<file path="src/rtl/ex_muldiv.sv">
// Iterative 16-bit multiply / unsigned divide unit for the EX stage.
// Stalls the pipeline while iterating and returns a registered result with a done pulse.
//
// state  | meaning
// IDLE   | waiting for a mul/div instruction in ID/EX
// MUL    | shift-add multiply, one multiplier bit per cycle
// DIV    | restoring divide, one quotient bit per cycle, MSB first
// DONE   | result valid, done pulse, ID/EX advances at end of cycle
module ex_muldiv #(
  parameter int WIDTH = 16
) (
  input  logic             clk,
  input  logic             rst_n,
  input  logic             flush,
  input  logic             start,
  input  logic [1:0]       op,
  input  logic [WIDTH-1:0] src_a,
  input  logic [WIDTH-1:0] src_b,
  input  logic [2:0]       rd_in,
  output logic             hold_req,
  output logic             busy,
  output logic             done,
  output logic [WIDTH-1:0] result,
  output logic [2:0]       rd_out
);

  localparam int CW = $clog2(WIDTH) + 1;

  localparam logic [1:0] S_IDLE = 2'd0;
  localparam logic [1:0] S_MUL  = 2'd1;
  localparam logic [1:0] S_DIV  = 2'd2;
  localparam logic [1:0] S_DONE = 2'd3;

  logic [1:0]         state_q, state_d;
  logic [CW-1:0]      cnt_q, cnt_d;
  logic               sel_hi_q, sel_hi_d;
  logic [WIDTH-1:0]   a_q, a_d;
  logic [WIDTH-1:0]   b_q, b_d;
  logic [2*WIDTH-1:0] acc_q, acc_d;
  logic [2:0]         rd_lat_q, rd_lat_d;
  logic [2:0]         rd_q, rd_d;
  logic [WIDTH-1:0]   res_q, res_d;

  logic [WIDTH-1:0]   mul_addend;
  logic [WIDTH:0]     mul_sum;
  logic [2*WIDTH-1:0] mul_next;
  logic [WIDTH:0]     div_shift;
  logic [WIDTH-1:0]   div_diff;
  logic [2*WIDTH-1:0] div_next;
  logic               last_iter;

  // Multiply: acc holds the partial product; add into the high half, then shift right.
  // Divide: acc holds {remainder, dividend/quotient}; shift left one bit per step.
  always_comb begin
    mul_addend = b_q[0] ? a_q : '0;
    mul_sum    = {1'b0, acc_q[2*WIDTH-1:WIDTH]} + {1'b0, mul_addend};
    mul_next   = {mul_sum, acc_q[WIDTH-1:1]};

    div_shift  = acc_q[2*WIDTH-1:WIDTH-1];
    div_diff   = div_shift[WIDTH-1:0] - b_q;
    if (div_shift >= {1'b0, b_q}) begin
      div_next = {div_diff, acc_q[WIDTH-2:0], 1'b1};
    end else begin
      div_next = {div_shift[WIDTH-1:0], acc_q[WIDTH-2:0], 1'b0};
    end

    last_iter  = (cnt_q == CW'(1));
  end

  always_comb begin
    state_d  = state_q;
    cnt_d    = cnt_q;
    sel_hi_d = sel_hi_q;
    a_d      = a_q;
    b_d      = b_q;
    acc_d    = acc_q;
    rd_lat_d = rd_lat_q;
    rd_d     = rd_q;
    res_d    = res_q;

    case (state_q)
      S_IDLE: begin
        if (start && !flush) begin
          sel_hi_d = op[0];
          a_d      = src_a;
          b_d      = src_b;
          rd_lat_d = rd_in;
          cnt_d    = CW'(WIDTH);
          acc_d    = op[1] ? {{WIDTH{1'b0}}, src_a} : '0;
          if (!op[1]) begin
            state_d = S_MUL;
          end else if (src_b != '0) begin
            state_d = S_DIV;
          end else begin
            // Divide by zero completes immediately: quotient all-ones, remainder = dividend.
            state_d = S_DONE;
            res_d   = op[0] ? src_a : '1;
            rd_d    = rd_in;
          end
        end
      end
      S_MUL: begin
        if (flush) begin
          state_d = S_IDLE;
        end else begin
          acc_d = mul_next;
          b_d   = b_q >> 1;
          cnt_d = cnt_q - CW'(1);
          if (last_iter) begin
            state_d = S_DONE;
            res_d   = sel_hi_q ? mul_next[2*WIDTH-1:WIDTH] : mul_next[WIDTH-1:0];
            rd_d    = rd_lat_q;
          end
        end
      end
      S_DIV: begin
        if (flush) begin
          state_d = S_IDLE;
        end else begin
          acc_d = div_next;
          cnt_d = cnt_q - CW'(1);
          if (last_iter) begin
            state_d = S_DONE;
            res_d   = sel_hi_q ? div_next[2*WIDTH-1:WIDTH] : div_next[WIDTH-1:0];
            rd_d    = rd_lat_q;
          end
        end
      end
      S_DONE: begin
        state_d = S_IDLE;
      end
      default: begin
        state_d = S_IDLE;
      end
    endcase
  end

  always_ff @(posedge clk or negedge rst_n) begin
    if (!rst_n) begin
      state_q  <= S_IDLE;
      cnt_q    <= '0;
      sel_hi_q <= 1'b0;
      a_q      <= '0;
      b_q      <= '0;
      acc_q    <= '0;
      rd_lat_q <= '0;
      rd_q     <= '0;
      res_q    <= '0;
    end else begin
      state_q  <= state_d;
      cnt_q    <= cnt_d;
      sel_hi_q <= sel_hi_d;
      a_q      <= a_d;
      b_q      <= b_d;
      acc_q    <= acc_d;
      rd_lat_q <= rd_lat_d;
      rd_q     <= rd_d;
      res_q    <= res_d;
    end
  end

  // hold_req is combinational so the stall covers the acceptance cycle itself.
  always_comb begin
    busy     = (state_q == S_MUL) || (state_q == S_DIV);
    done     = (state_q == S_DONE);
    hold_req = ((state_q == S_IDLE) && start && !flush) || busy;
    result   = res_q;
    rd_out   = rd_q;
  end

endmodule
</file>
<file path="config.mk">
export PLATFORM = sky130hd
export DESIGN_NAME = ex_muldiv
export DESIGN_NICKNAME = d
export VERILOG_FILES = /design/src/rtl/ex_muldiv.sv
export SDC_FILE = /design/constraint.sdc
export NUM_CORES = 1
export LEC_CHECK = 0
export CAP_MARGIN = 15
export CORE_MARGIN = 1.5
export CORE_UTILIZATION = 65
export CTS_BUF_LIST = sky130_fd_sc_hd__clkbuf_4
export CTS_CLUSTER_DIAMETER = 80
export DETAILED_ROUTE_END_ITERATION = 16
export HOLD_SLACK_MARGIN = 0.12
export PLACE_DENSITY = 0.95
export SETUP_SLACK_MARGIN = 0.1
export SYNTH_ARGS = -nofsm -noshare
export SYNTH_HDL_FRONTEND = slang
export SYNTH_SLANG_ARGS = --single-unit
</file>
<file path="constraint.sdc">
create_clock -name clk -period 7.49 [get_ports clk]
set_clock_uncertainty 0.05 [all_clocks]
set_input_delay 1.498 -clock clk [delete_from_list [all_inputs] [get_ports clk]]
set_output_delay 1.498 -clock clk [all_outputs]
set_load 0.05 [all_outputs]
</file>
# ---- Word level (Yosys, flattened, before mapping)
# Index checks and enable logic that the tools add are counted.
dict set report word_totals {
  ramBits 0
  reg_bits 94
  latchBits 0
  n_memories 0
  rom_bits 0
}
dict set report op_classes {
  shifts 0
  bitwise_logic 0
  eq_ne 14
  n_addsub 3
  mux 36
  n_reduce_logical 19
  mul 0
  order_cmp 1
  n_div 0
}
# operator count
set ops {}
lappend ops {{two-way mux 16 bit} 14}
lappend ops {{two-way mux 32 bit} 4}
lappend ops {{case mux 32 bit (3 select lines)} 1}
lappend ops {{case mux 16 bit (3 select lines)} 1}
lappend ops {{case mux 16 bit (2 select lines)} 1}
lappend ops {{adder 16 x 16 -> 17 bit} 1}
lappend ops {{>= comparator 17 x 16 -> 1 bit} 1}
lappend ops {{!= test 2 bit (second input constant)} 8}
lappend ops {{nonzero test 16 bit} 1}
lappend ops {{subtractor 16 bit} 1}
lappend ops {{two-way mux 3 bit} 5}
lappend ops {{two-way mux 5 bit} 2}
lappend ops {{case mux 5 bit (2 select lines)} 1}
lappend ops {{two-way mux 2 bit} 4}
lappend ops {{AND reduction 8 bit} 1}
lappend ops {{case mux 2 bit (3 select lines)} 1}
lappend ops {{case mux 3 bit (2 select lines)} 1}
lappend ops {{AND reduction 3 bit} 2}
lappend ops {{AND reduction 6 bit} 1}
lappend ops {{equality test 5 x 1 -> 1 bit (second input constant)} 1}
lappend ops {{subtractor 5 x 1 -> 5 bit (second input constant)} 1}
lappend ops {{equality test 2 bit (second input constant)} 2}
lappend ops {{AND reduction 2 bit} 2}
lappend ops {{AND reduction 4 bit} 1}
lappend ops {{11 further kinds} 15}

# ---- Logic depth before layout (Yosys ltp)
# Gate-level depths: netlist of run 1.
dict set report depth {
  depth_word 6
  ltp_mapped 12
}

# ---- Worst setup path after synthesis of run 1
# No wires, ideal clock.
dict set report synth_path {
  path_kind {input port to output port}
  start {input port flush}
  end {output port hold_req}
  setup_slack_ns 3.533
  path_stages 3
  n_path_buf 1
  arrival_ns 2.409
  path_cell_list {nand3b_1 clkbuf_1 nand2b_1}
}
dict set report synth_via {
  elab_chain_cells 3
}
# element line_no
set synth_rtl {}
lappend synth_rtl {{from (decl)} 14} ;# input logic flush,
lappend synth_rtl {{logical NOT 1 bit} 166} ;# hold_req = ((state_q == S_IDLE) && start && !flush) || busy;
lappend synth_rtl {{logical AND 1 bit} 166}
lappend synth_rtl {{logical OR 1 bit} 166}
lappend synth_rtl {{to (decl)} 20} ;# output logic hold_req,
# No other way between the ends.

# ---- Final worst setup path of run 1
# Ends and elaborated chain as after synthesis.

==> results of run 1 <==
final timing paths:
kind / start / end / slack, ps / depth (start not counted)
max in group asynchronous: rst_n / a_q[15]$_DFFE_PN0P_ / 5390 / 2
hold reg to reg: a_q[3]$_DFFE_PN0P_ / a_q[3]$_DFFE_PN0P_ / 460 / 2
hold / removal: a_q[3]$_DFFE_PN0P_ / a_q[3]$_DFFE_PN0P_ / 460 / 2
min in group asynchronous: rst_n / b_q[11]$_DFFE_PN0P_ / 760 / 1
setup reg to reg: state_q[1]$_DFFE_PN0P_ / result[3]$_DFFE_PN0P_ / 3470 / 9
setup / recovery: flush / hold_req / 2530 / 5
registers in the layout (all words and copies together), names as in the netlist:
| name | count |
|---|---|
| acc_q | 32 |
| rd_out | 3 |
| a_q | 16 |
| state_q | 2 |
| cnt_q | 5 |
| b_q | 16 |
| rd_lat_q | 3 |
| sel_hi_q | 1 |
| result | 16 |
layer usage:
| metal | share of wire | global-route usage |
|---|---|---|
| met5 | 0 | 0 |
| met4 | 0.031 | 0.128 |
| met3 | 0.11 | 0.0580 |
| met1 | 0.39 | 0.479 |
| met2 | 0.46 | 0.570 |
power groups by stage:
stage	registers [mW]	clock network, mW	logic (mW)
detailed placement	0.971	0	2.28
finish	0.971	0.277	2.37
global route	0.993	0.300	2.54
global placement	0.958	0	2.18
floorplan	1.07	0	1.56
CTS	0.959	0.276	2.30
cell type report:
class	count	area (um^2)	share of cell area
sequential	94	2350	0.311
timing repair buffer	72	697	0.0921
multi-input combinational	591	4080	0.539
inverter	35	131	0.0174
tap	133	166	0.0220
clock buffer	9	67.6	0.00893
clock inverter	7	70.1	0.00926
kinds of logic (layout without fill, tap and decap cells):
| family | count (synthesis) | count (layout) |
|---|---|---|
| multiplexers | 53 | 53 |
| adder cells (fa/ha/maj) | 41 | 41 |
| XOR/XNOR | 26 | 26 |
| buffers and inverters | 78 | 123 |
| AO/OA/AOI/OAI | 240 | 240 |
| flip-flops | 94 | 94 |
| AND/OR/NAND/NOR | 231 | 231 |
synth_stat cells, types with 6 or more instances:
library cell | n | area share
sky130_fd_sc_hd__a22o_1 | 17 | 0.022
sky130_fd_sc_hd__inv_1 | 35 | 0.020
sky130_fd_sc_hd__dfrtp_1 | 94 | 0.35
sky130_fd_sc_hd__a31oi_1 | 7 | 0.0065
sky130_fd_sc_hd__a21o_1 | 14 | 0.016
sky130_fd_sc_hd__and3_1 | 6 | 0.0056
sky130_fd_sc_hd__o21ai_0 | 42 | 0.031
sky130_fd_sc_hd__o21a_1 | 7 | 0.0078
sky130_fd_sc_hd__a21oi_1 | 62 | 0.046
sky130_fd_sc_hd__a221oi_1 | 19 | 0.025
sky130_fd_sc_hd__xnor2_1 | 13 | 0.017
sky130_fd_sc_hd__nand2b_1 | 11 | 0.010
sky130_fd_sc_hd__nor2_1 | 92 | 0.051
sky130_fd_sc_hd__xor2_1 | 13 | 0.017
sky130_fd_sc_hd__mux2_2 | 25 | 0.042
sky130_fd_sc_hd__o211ai_1 | 8 | 0.0089
sky130_fd_sc_hd__mux2i_1 | 28 | 0.042
sky130_fd_sc_hd__ha_1 | 39 | 0.072
sky130_fd_sc_hd__nor2b_1 | 8 | 0.0074
sky130_fd_sc_hd__nand3_1 | 13 | 0.0097
sky130_fd_sc_hd__and2_1 | 19 | 0.018
sky130_fd_sc_hd__a22oi_1 | 12 | 0.013
sky130_fd_sc_hd__a211oi_1 | 7 | 0.0078
sky130_fd_sc_hd__nand2_1 | 36 | 0.020
sky130_fd_sc_hd__nor3_1 | 18 | 0.013
sky130_fd_sc_hd__nand4_1 | 6 | 0.0056
sky130_fd_sc_hd__clkbuf_1 | 34 | 0.019
stage by stage:
| stage | worst slack, ps | instances |
|---|---|---|
| final | 2530 | 941 |
| after global routing | 2440 | 941 |
| after CTS | 2540 | 940 |
| after detailed placement | 2540 | 924 |
| after global placement | 2590 | 924 |
| after floorplan | 3530 | 763 |
worst max-delay path, delay by kind of cell:
| kind | cells | cell delay, ps |
|---|---|---|
| buffers and inverters | 3 | 1590 |
| and+or+nand+nor | 2 | 320 |
==> run_summary.xml, run 1 <==
<?xml version="1.0" encoding="UTF-8"?>
<metrics>
  <group name="outcome">
    <metric name="outcome" unit="">completed</metric>
  </group>
  <group name="logic_synthesis">
    <metric name="synth-edff-count" unit="">0</metric>
    <metric name="synth_seq_area_share" unit="">0.349</metric>
    <metric name="yosys.area_share.simple" unit="">0.168</metric>
    <metric name="ys_ff_latch" unit="">94</metric>
    <metric name="mappedNetlistNets" unit="">845</metric>
    <metric name="xor_xnor_share_of_the_synthesized_area" unit="">0.0338</metric>
    <metric name="largest_family_of_logic_cells_by_synthesized_area" unit="">compound AO/OA/AOI/OAI gates</metric>
    <metric name="ys.warnings.count" unit="">0</metric>
    <metric name="synth-main-ff-cell" unit="">sky130_fd_sc_hd__dfrtp_1</metric>
    <metric name="ys_async_sr_fraction" unit="">1.00</metric>
    <metric name="yosys-mux-area-fraction" unit="">0.0834</metric>
    <metric name="syn_std_cell_area" unit="mm^2">0.00673</metric>
    <metric name="synth_compound_area_frac" unit="">0.241</metric>
    <metric name="synthesis.area_per_instance" unit="um^2">8.83</metric>
    <metric name="area_share_of_fa_ha_maj_cells_after_synthesis" unit="">0.0784</metric>
    <metric name="post_synth_inst_count" unit="">763</metric>
    <metric name="yosysUniqueCellTypes" unit="">67</metric>
  </group>
  <group name="power_and_ir_drop">
    <metric name="p_leak" unit="nW">3.42</metric>
    <metric name="power.sequential.fraction" unit="">0.268</metric>
    <metric name="power_frac_clock" unit="">0.077</metric>
    <metric name="power_density" unit="mW/mm^2">478</metric>
    <metric name="switching_power" unit="mW">1.90</metric>
    <metric name="total_internal_power" unit="mW">1.71</metric>
    <metric name="pwr-share-comb" unit="">0.655</metric>
    <metric name="power.total" unit="mW">3.62</metric>
    <metric name="swShare" unit="">0.526</metric>
    <metric name="irDropWorstVdd" unit="uV">334</metric>
  </group>
  <group name="clocking">
    <metric name="cts.repair.resized" unit="">0</metric>
    <metric name="cts_tree" unit="">built</metric>
    <metric name="post-cts-setup-buffers" unit="">0</metric>
    <metric name="clkLatencyLatePin" unit="ps">490</metric>
    <metric name="cts_hold_buf" unit="">0</metric>
    <metric name="clockBufferDepth" unit="">2</metric>
    <metric name="cts-buffers-inserted" unit="">9</metric>
    <metric name="clock_tree.root_cell" unit="">sky130_fd_sc_hd__clkbuf_4</metric>
    <metric name="cts.reportedPaths.clkPinSlew" unit="ps">160</metric>
    <metric name="cts.htree.levels" unit="">3</metric>
    <metric name="cts.sinks" unit="">94</metric>
  </group>
  <group name="setup_path">
    <metric name="startpoint_class_of_the_critical_path" unit="">primary input</metric>
    <metric name="critical_path_peak_fanout" unit="">25</metric>
    <metric name="worst_path_max_delay_cell" unit="">sky130_fd_sc_hd__clkdlybuf4s50_1</metric>
    <metric name="crit_arrival" unit="ps">3410</metric>
    <metric name="slowest_delay" unit="ps">800</metric>
    <metric name="timing.setup.critical_path_class" unit="">primary input to output pin</metric>
    <metric name="crit_path_cell_trace" unit="">clkdlybuf4s50_1, nand3b_1, buf_4, nand2b_1, clkdlybuf4s50_1</metric>
    <metric name="cp_data_required_time" unit="ps">5940</metric>
    <metric name="cp-end-kind" unit="">output pin</metric>
    <metric name="critPathMostFrequentCell" unit="">sky130_fd_sc_hd__clkdlybuf4s50_1</metric>
  </group>
  <group name="placed_design">
    <metric name="gp_congestion" unit="">0.951</metric>
    <metric name="detailed_place_hpwl" unit="um">13400</metric>
    <metric name="placement.cell_area" unit="mm^2">0.00742</metric>
    <metric name="buffer_ports.inserted" unit="">62</metric>
  </group>
  <group name="global_route">
    <metric name="grt_use_total" unit="">0.353</metric>
    <metric name="gr-total-overflow" unit="">0</metric>
    <metric name="grt_max_degree" unit="">83</metric>
    <metric name="grt_pass1_wl" unit="um">31000</metric>
    <metric name="number_of_global_route_vias_before_repair" unit="">6269</metric>
    <metric name="antenna_found_initial" unit="">0</metric>
  </group>
  <group name="layout">
    <metric name="drive_gt1_frac" unit="">0.0804</metric>
    <metric name="finalCoreUtilization" unit="">0.764</metric>
    <metric name="leading_cell_type_in_the_layout_fill_and_taps_excluded" unit="">sky130_fd_sc_hd__dfrtp_1</metric>
    <metric name="nets" unit="">885</metric>
    <metric name="finalInstanceArea" unit="mm^2">0.00757</metric>
    <metric name="final.fill_count" unit="">660</metric>
    <metric name="synthToLayoutAreaGrowth" unit="%">12.4</metric>
    <metric name="mostFrequentLayoutCells" unit="">sky130_fd_sc_hd__dfrtp_1 (94), sky130_fd_sc_hd__nor2_1 (91), sky130_fd_sc_hd__a21oi_1 (62), sky130_fd_sc_hd__clkdlybuf4s50_1 (61), sky130_fd_sc_hd__o21ai_0 (42)</metric>
    <metric name="antenna-diode-count" unit="">0</metric>
  </group>
  <group name="timing">
    <metric name="hold_viol" unit="">0</metric>
    <metric name="finalHoldWorstSlack" unit="ps">464</metric>
    <metric name="setup_tns" unit="ps">0</metric>
    <metric name="rsz0062_at_grt" unit="">false</metric>
    <metric name="final-max-slew-violation-count" unit="">0</metric>
    <metric name="fmaxAchievable" unit="MHz">201</metric>
    <metric name="final.period_utilization" unit="">0.663</metric>
    <metric name="worstMarginPinSlew" unit="ps">1100</metric>
    <metric name="setup_viol_count_final" unit="">0</metric>
    <metric name="slew_headroom" unit="">0.265</metric>
    <metric name="period_minus_slack" unit="ps">4960</metric>
  </group>
  <group name="die">
    <metric name="placement_rows" unit="">36</metric>
    <metric name="io-pin-count" unit="">63</metric>
    <metric name="die_y" unit="um">105</metric>
    <metric name="dieWidth" unit="um">105</metric>
    <metric name="fp.dieArea" unit="mm^2">0.0110</metric>
    <metric name="initial_utilization" unit="">0.680</metric>
    <metric name="placeable_core_region" unit="mm^2">0.00991</metric>
  </group>
  <group name="min_path">
    <metric name="min-delay-path-class" unit="">flop to flop</metric>
  </group>
  <group name="route">
    <metric name="drt_wl_total" unit="um">18900</metric>
    <metric name="drt-initial-drc-count" unit="">710</metric>
    <metric name="drt-pass1-iter-count" unit="">8</metric>
    <metric name="number_of_remaining_drc_errors" unit="">0</metric>
    <metric name="detailroute.via_count" unit="">6448</metric>
    <metric name="final_antenna_net_count" unit="">0</metric>
    <metric name="post_drt_wl_per_cell" unit="um">20.1</metric>
    <metric name="via_per_inst" unit="">6.85</metric>
  </group>
  <group name="job">
    <metric name="max_cap_viols" unit="">0</metric>
  </group>
</metrics>
Power figures use the tool's default switching activity.
==> run 2: changes to the inputs <==
--- a/config.mk
+++ b/config.mk
@@ -7,12 +7,12 @@
 export LEC_CHECK = 0
 export CAP_MARGIN = 15
 export CORE_MARGIN = 1.5
-export CORE_UTILIZATION = 65
+export CORE_UTILIZATION = 54
 export CTS_BUF_LIST = sky130_fd_sc_hd__clkbuf_4
 export CTS_CLUSTER_DIAMETER = 80
 export DETAILED_ROUTE_END_ITERATION = 16
 export HOLD_SLACK_MARGIN = 0.12
-export PLACE_DENSITY = 0.95
+export PLACE_DENSITY = 0.88
 export SETUP_SLACK_MARGIN = 0.1
 export SYNTH_ARGS = -nofsm -noshare
 export SYNTH_HDL_FRONTEND = slang
==> constraint.sdc (replaced) <==
create_clock -name clk -period 4 [get_ports clk]
set_clock_uncertainty 0.05 [all_clocks]
set_input_delay 0.8 -clock clk [delete_from_list [all_inputs] [get_ports clk]]
set_output_delay 0.8 -clock clk [all_outputs]
set_load 0.05 [all_outputs]
==> run 2 against run 1 <==
Non-clock buffer count increased by 4. Critical path type is now flop to flop. Register-to-register slack got worse by 2700 ps. Setup slack got worse by 1800 ps. Final area increased by 0.66%. Power increased by 82%. Sequential power increased by 91%. Largest power group unchanged. First-iteration DRC count decreased by 12%. Via count decreased by 6.3%. Global-route usage decreased by 7.9 points. Sequential share of layout area decreased by 0.20 points. Cell count increased by 4.0%. Hold slack got worse by 140 ps.
==> run_summary.xml, run 2 (synthesized netlist as in run 1, its figures left out) <==
<?xml version="1.0" encoding="UTF-8"?>
<metrics>
  <group name="layout">
    <metric name="drive_gt1_frac" unit="">0.0838</metric>
    <metric name="top_register" unit="">acc_q</metric>
    <metric name="leading_cell_type_in_the_layout_fill_and_taps_excluded" unit="">sky130_fd_sc_hd__dfrtp_1</metric>
    <metric name="finalCoreUtilization" unit="">0.629</metric>
    <metric name="synthToLayoutAreaGrowth" unit="%">13.1</metric>
    <metric name="largest_reg_flops" unit="">32</metric>
    <metric name="nets" unit="">889</metric>
    <metric name="mostFrequentLayoutCells" unit="">sky130_fd_sc_hd__dfrtp_1 (94), sky130_fd_sc_hd__nor2_1 (91), sky130_fd_sc_hd__a21oi_1 (62), sky130_fd_sc_hd__clkdlybuf4s50_1 (60), sky130_fd_sc_hd__o21ai_0 (42)</metric>
    <metric name="antenna-diode-count" unit="">0</metric>
  </group>
  <group name="timing">
    <metric name="rsz0062_at_grt" unit="">false</metric>
    <metric name="period_minus_slack" unit="ps">3230</metric>
    <metric name="final.period_utilization" unit="">0.806</metric>
    <metric name="fmaxAchievable" unit="MHz">310</metric>
    <metric name="setup_tns" unit="ps">0</metric>
    <metric name="final-max-slew-violation-count" unit="">0</metric>
    <metric name="finalHoldWorstSlack" unit="ps">325</metric>
    <metric name="worstMarginPinSlew" unit="ps">797</metric>
    <metric name="setup_viol_count_final" unit="">0</metric>
    <metric name="slew_headroom" unit="">0.469</metric>
    <metric name="hold_viol" unit="">0</metric>
  </group>
  <group name="setup_path">
    <metric name="worstSetupEndpoint" unit="">result[13]$_DFFE_PN0P_</metric>
    <metric name="rrSetupSlack" unit="ps">770</metric>
    <metric name="critPathLaunch" unit="">b_q[0]$_DFFE_PN0P_</metric>
    <metric name="critical_path_peak_fanout" unit="">18</metric>
    <metric name="timing.setup.critical_path_class" unit="">flop to flop</metric>
    <metric name="crit_arrival" unit="ps">3580</metric>
    <metric name="cp_data_required_time" unit="ps">4350</metric>
    <metric name="endpoint_of_the_most_critical_register_to_register_path" unit="">result[13]$_DFFE_PN0P_</metric>
    <metric name="r2r_cells" unit="">11</metric>
    <metric name="startpoint_class_of_the_critical_path" unit="">flop</metric>
    <metric name="cp-end-kind" unit="">flop</metric>
    <metric name="r2r_start" unit="">b_q[0]$_DFFE_PN0P_</metric>
  </group>
  <group name="clocking">
    <metric name="cts_hold_buf" unit="">0</metric>
    <metric name="cts.repair.resized" unit="">0</metric>
    <metric name="cts-buffers-inserted" unit="">9</metric>
    <metric name="clkLatencyLatePin" unit="ps">500</metric>
    <metric name="post-cts-setup-buffers" unit="">0</metric>
    <metric name="cts_tree" unit="">built</metric>
    <metric name="cts.sinks" unit="">94</metric>
    <metric name="cts.htree.levels" unit="">3</metric>
    <metric name="clock_tree.root_cell" unit="">sky130_fd_sc_hd__clkbuf_4</metric>
    <metric name="clockBufferDepth" unit="">2</metric>
    <metric name="cts.reportedPaths.clkPinSlew" unit="ps">170</metric>
  </group>
  <group name="route">
    <metric name="final_antenna_net_count" unit="">0</metric>
    <metric name="top_layer" unit="">met4</metric>
    <metric name="via_per_inst" unit="">6.17</metric>
    <metric name="drt-pass1-iter-count" unit="">5</metric>
    <metric name="detailroute.wirelength.met3" unit="um">1510</metric>
    <metric name="detailroute.via_count" unit="">6042</metric>
    <metric name="drt-initial-drc-count" unit="">627</metric>
    <metric name="wl_met2" unit="um">7930</metric>
    <metric name="drt_wl_total" unit="um">17400</metric>
    <metric name="wl_met1" unit="um">7640</metric>
    <metric name="number_of_remaining_drc_errors" unit="">0</metric>
    <metric name="post_drt_wl_per_cell" unit="um">17.7</metric>
  </group>
  <group name="global_route">
    <metric name="antenna_found_initial" unit="">0</metric>
    <metric name="grt_pass1_wl" unit="um">28300</metric>
    <metric name="number_of_global_route_vias_before_repair" unit="">5668</metric>
    <metric name="grt_max_degree" unit="">62</metric>
    <metric name="grt_use_total" unit="">0.273</metric>
    <metric name="gr-total-overflow" unit="">0</metric>
  </group>
  <group name="die">
    <metric name="io-pin-count" unit="">63</metric>
    <metric name="fp.dieArea" unit="mm^2">0.0131</metric>
    <metric name="die_y" unit="um">115</metric>
    <metric name="placeable_core_region" unit="mm^2">0.0121</metric>
    <metric name="placement_rows" unit="">40</metric>
    <metric name="dieWidth" unit="um">115</metric>
    <metric name="initial_utilization" unit="">0.556</metric>
  </group>
  <group name="outcome">
    <metric name="outcome" unit="">completed</metric>
  </group>
  <group name="placed_design">
    <metric name="buffer_ports.inserted" unit="">62</metric>
    <metric name="detailed_place_hpwl" unit="um">12600</metric>
    <metric name="gp_congestion" unit="">0.906</metric>
  </group>
  <group name="min_path">
    <metric name="min-delay-path-class" unit="">primary input to async pin</metric>
  </group>
  <group name="job">
    <metric name="max_cap_viols" unit="">0</metric>
  </group>
  <group name="power_and_ir_drop">
    <metric name="power_density" unit="mW/mm^2">865</metric>
    <metric name="irDropWorstVdd" unit="uV">764</metric>
    <metric name="p_leak" unit="nW">3.44</metric>
  </group>
</metrics>
## run 2: cell count changes in the layout (fill, tap and decap cells not counted), sizes merged
cell and delta:
buf +5, clkbuf +1, clkdlybuf4s50 -1, clkinv -1
inv -1
## run 2: report_power, final
part	internal [mW]	total, mW	switching [mW]
sequential	1.40	1.85	0.450
clock	0.132	0.467	0.335
combinational	1.70	4.28	2.58
total	3.22	6.59	3.36
## run 2: layout make-up
type | count | area, um^2
Clock buffer | 10 | 75.1
Clock inverter | 5 | 35.0
Fill cell | 1035 | 4500
Inverter | 35 | 131
Multi-Input combinational cell | 591 | 4080
Sequential cell | 94 | 2350
Tap cell | 168 | 210
Timing Repair Buffer | 76 | 733
## run 2: worst min path at each step
stage | to | cells after the start
final | acc_q[15]$_DFFE_PN0P_ | 1
after global routing | result[6]$_DFFE_PN0P_ | 1
after CTS | a_q[8]$_DFFE_PN0P_ | 1
after detailed placement | a_q[2]$_DFFE_PN0P_ | 2
after global placement | a_q[2]$_DFFE_PN0P_ | 2
after floorplan | a_q[2]$_DFFE_PN0P_ | 2
## run 2: stage by stage
step           power [mW]  instances  setup slack [ps]  area [um^2]
3_3_place_gp         5.96        964               517         7510
3_5_place_dp         6.06        964               399         7510
5_1_grt              7.07        979               581         7620
2_1_floorplan        4.92        763              1010         6730
6_report             6.59        979               775         7620
4_1_cts              6.54        979               805         7620
## run 2: layer usage
metal  vias to the layer above  GRT usage
li1                       2883          -
met1                      2844      0.377
met2                       289      0.432
met3                        26     0.0662
met4                         0     0.0725
met5                         -          0
## run 2: worst max-delay path, cell delays in order, from the launching register on
cell                      delay, ps
sky130_fd_sc_hd__dfrtp_1        600
sky130_fd_sc_hd__and2_1         250
sky130_fd_sc_hd__ha_1           220
sky130_fd_sc_hd__fa_1           410
sky130_fd_sc_hd__a21o_1         200
sky130_fd_sc_hd__nand4_1        130
sky130_fd_sc_hd__a21oi_1        110
sky130_fd_sc_hd__o31ai_1        350
sky130_fd_sc_hd__a21oi_1        200
sky130_fd_sc_hd__and3b_1        210
sky130_fd_sc_hd__o21a_1         170
sky130_fd_sc_hd__o31a_1         260
==> run 3: changes to the inputs <==
==> constraint.sdc (replaced) <==
create_clock -name clk -period 2.8 [get_ports clk]
set_clock_uncertainty 0.05 [all_clocks]
set_input_delay 0.56 -clock clk [delete_from_list [all_inputs] [get_ports clk]]
set_output_delay 0.56 -clock clk [all_outputs]
set_load 0.05 [all_outputs]
==> run 3 against run 2 <==
The flow now finishes with violations (negative setup slack). Combinational power grew 100%. Clock power grew 55%. Sequential share of layout area shrank 5.1 points. Hold slack gained 150 ps. Die area is the same. Critical path depth grew 1. Final area grew 20%. Cell count grew 11%. Sequential power grew 42%. Non-clock buffer count grew 111. Wire length grew 30%. Critical endpoint is now result[7]$_DFFE_PN0P_.
==> run_summary.xml, run 3 (synthesized netlist as in run 1, its figures left out) <==
<?xml version="1.0" encoding="UTF-8"?>
<metrics>
  <group name="route">
    <metric name="via_per_inst" unit="">6.50</metric>
    <metric name="drt-pass1-iter-count" unit="">9</metric>
    <metric name="drt_wl_total" unit="um">22600</metric>
    <metric name="number_of_remaining_drc_errors" unit="">0</metric>
    <metric name="detailroute.via_count" unit="">7091</metric>
    <metric name="post_drt_wl_per_cell" unit="um">20.7</metric>
    <metric name="drt-initial-drc-count" unit="">931</metric>
    <metric name="final_antenna_net_count" unit="">0</metric>
  </group>
  <group name="clocking">
    <metric name="cts_tree" unit="">built</metric>
    <metric name="cts.reportedPaths.clkPinSlew" unit="ps">180</metric>
    <metric name="clkLatencyLatePin" unit="ps">510</metric>
    <metric name="clock_tree.root_cell" unit="">sky130_fd_sc_hd__clkbuf_4</metric>
    <metric name="cts.sinks" unit="">94</metric>
    <metric name="cts.htree.levels" unit="">3</metric>
    <metric name="clockBufferDepth" unit="">2</metric>
    <metric name="cts-buffers-inserted" unit="">9</metric>
  </group>
  <group name="die">
    <metric name="die_y" unit="um">115</metric>
    <metric name="fp.dieArea" unit="mm^2">0.0131</metric>
    <metric name="placement_rows" unit="">40</metric>
    <metric name="initial_utilization" unit="">0.556</metric>
    <metric name="dieWidth" unit="um">115</metric>
    <metric name="placeable_core_region" unit="mm^2">0.0121</metric>
    <metric name="io-pin-count" unit="">63</metric>
  </group>
  <group name="setup_path">
    <metric name="critPathLaunch" unit="">b_q[0]$_DFFE_PN0P_</metric>
    <metric name="cp_data_required_time" unit="ps">3180</metric>
    <metric name="cp-end-kind" unit="">flop</metric>
    <metric name="rrSetupSlack" unit="ps">-130</metric>
    <metric name="startpoint_class_of_the_critical_path" unit="">flop</metric>
    <metric name="r2r_start" unit="">b_q[0]$_DFFE_PN0P_</metric>
    <metric name="timing.setup.critical_path_class" unit="">flop to flop</metric>
    <metric name="endpoint_of_the_most_critical_register_to_register_path" unit="">result[7]$_DFFE_PN0P_</metric>
    <metric name="crit_arrival" unit="ps">3300</metric>
    <metric name="r2r_cells" unit="">12</metric>
    <metric name="critical_path_peak_fanout" unit="">7</metric>
  </group>
  <group name="min_path">
    <metric name="end_of_the_worst_hold_path" unit="">a_q[3]$_DFFE_PN0P_</metric>
    <metric name="min_path_cells" unit="">2</metric>
    <metric name="hold_path.startpoint" unit="">a_q[3]$_DFFE_PN0P_</metric>
    <metric name="min-delay-path-class" unit="">flop to flop</metric>
  </group>
  <group name="global_route">
    <metric name="grt_pass1_wl" unit="um">31600</metric>
    <metric name="grt_use_total" unit="">0.306</metric>
    <metric name="grt_max_degree" unit="">56</metric>
    <metric name="number_of_global_route_vias_before_repair" unit="">6358</metric>
    <metric name="gr-total-overflow" unit="">0</metric>
    <metric name="antenna_found_initial" unit="">0</metric>
  </group>
  <group name="job">
    <metric name="max_cap_viols" unit="">0</metric>
  </group>
  <group name="layout">
    <metric name="top_register" unit="">acc_q</metric>
    <metric name="nets" unit="">1000</metric>
    <metric name="antenna-diode-count" unit="">0</metric>
    <metric name="drive_gt1_frac" unit="">0.289</metric>
    <metric name="largest_reg_flops" unit="">32</metric>
    <metric name="mostFrequentLayoutCells" unit="">sky130_fd_sc_hd__buf_4 (113), sky130_fd_sc_hd__nor2_1 (89), sky130_fd_sc_hd__dfrtp_1 (89), sky130_fd_sc_hd__clkdlybuf4s50_1 (59), sky130_fd_sc_hd__a21oi_1 (47)</metric>
    <metric name="leading_cell_type_in_the_layout_fill_and_taps_excluded" unit="">sky130_fd_sc_hd__buf_4</metric>
    <metric name="synthToLayoutAreaGrowth" unit="%">35.9</metric>
  </group>
  <group name="timing">
    <metric name="setup_viol_count_final" unit="">7</metric>
    <metric name="fmaxAchievable" unit="MHz">342</metric>
    <metric name="slew_headroom" unit="">0.293</metric>
    <metric name="final.period_utilization" unit="">1.04</metric>
    <metric name="hold_viol" unit="">0</metric>
    <metric name="worstMarginPinSlew" unit="ps">1060</metric>
    <metric name="period_minus_slack" unit="ps">2930</metric>
    <metric name="finalWorstSetupSlack" unit="ps">-125</metric>
    <metric name="final-max-slew-violation-count" unit="">0</metric>
    <metric name="setup_tns" unit="ps">-490</metric>
    <metric name="rsz0062_at_grt" unit="">true</metric>
  </group>
  <group name="outcome">
    <metric name="violations" unit="">negative setup slack</metric>
    <metric name="outcome" unit="">finished, violations left</metric>
  </group>
  <group name="placed_design">
    <metric name="buffer_ports.inserted" unit="">62</metric>
    <metric name="gp_congestion" unit="">0.950</metric>
    <metric name="dp_slack" unit="ps">-306</metric>
    <metric name="detailed_place_hpwl" unit="um">14200</metric>
  </group>
  <group name="power_and_ir_drop">
    <metric name="p_leak" unit="nW">4.04</metric>
    <metric name="irDropWorstVdd" unit="uV">975</metric>
    <metric name="power_density" unit="mW/mm^2">1300</metric>
  </group>
</metrics>
-- run 3: final cells by class --
type	instances	area (um^2)
clock buffer	9	67.6
inverter	35	135
sequential	94	2360
multi-input combinational	591	4650
tap	168	210
fill	809	2960
clock inverter	7	56.3
timing repair buffer	187	1670
-- run 3: how the worst max path moves through the flow --
stage / slack (ps) / to / depth (start not counted)
2_1_floorplan: 80 / result[13]$_DFFE_PN0P_ / 12
3_3_place_gp: -160 / result[10]$_DFFE_PN0P_ / 10
3_5_place_dp: -310 / result[2]$_DFFE_PN0P_ / 9
4_1_cts: 40 / result[14]$_DFFE_PN0P_ / 11
5_1_grt: -200 / result[7]$_DFFE_PN0P_ / 12
6_report: -130 / result[7]$_DFFE_PN0P_ / 12
-- run 3: critical path: stages (launching register included) --
cell                      delay (ps)
sky130_fd_sc_hd__dfrtp_2         520
sky130_fd_sc_hd__and2_4          180
sky130_fd_sc_hd__ha_4            160
sky130_fd_sc_hd__fa_2            350
sky130_fd_sc_hd__a21o_1          180
sky130_fd_sc_hd__nand4_1         180
sky130_fd_sc_hd__buf_4           160
sky130_fd_sc_hd__nand2_1          70
sky130_fd_sc_hd__a21o_1          220
sky130_fd_sc_hd__a21oi_2         300
sky130_fd_sc_hd__xnor2_2         220
sky130_fd_sc_hd__a22oi_2         100
sky130_fd_sc_hd__a21oi_1         190
-- run 3: repair_timing --
item                                   in CTS  in global routing
buffers inserted                            9                 30
setup endpoints to repair                  20                 25
pin swaps                                  13                 56
hold buffers                                1                  0
resized for setup                          39                 88
gates cloned                                0                  1
endpoints found under the hold margin      39                  0
-- run 3: per-stage QoR --
stage                     instances  power (mW)  cell area [um^2]   util  hold WS, ps
after floorplan                 763        7.04              6740      -          214
after CTS                      1060        10.4              8450  0.698          457
final                          1091        11.9              9150  0.755          476
after global placement         1034        9.18              8080  0.667          406
after global routing           1091        12.5              9150  0.755          500
after detailed placement       1034        9.43              8080  0.667          420
-- run 3: where the power goes --
| group | switching, mW | internal [mW] |
|---|---|---|
| registers | 0.631 | 2.00 |
| logic | 4.77 | 3.77 |
| clock network | 0.532 | 0.193 |
| total | 5.93 | 5.96 |
-- run 3: per-layer routing --
layer  up-vias  wire, um  GRT usage
met5         -         0          0
met4         0      1010     0.0917
met3       118      2440     0.0651
met2       507     10900      0.519
met1      3352      8240      0.394
li1       3114         -          -
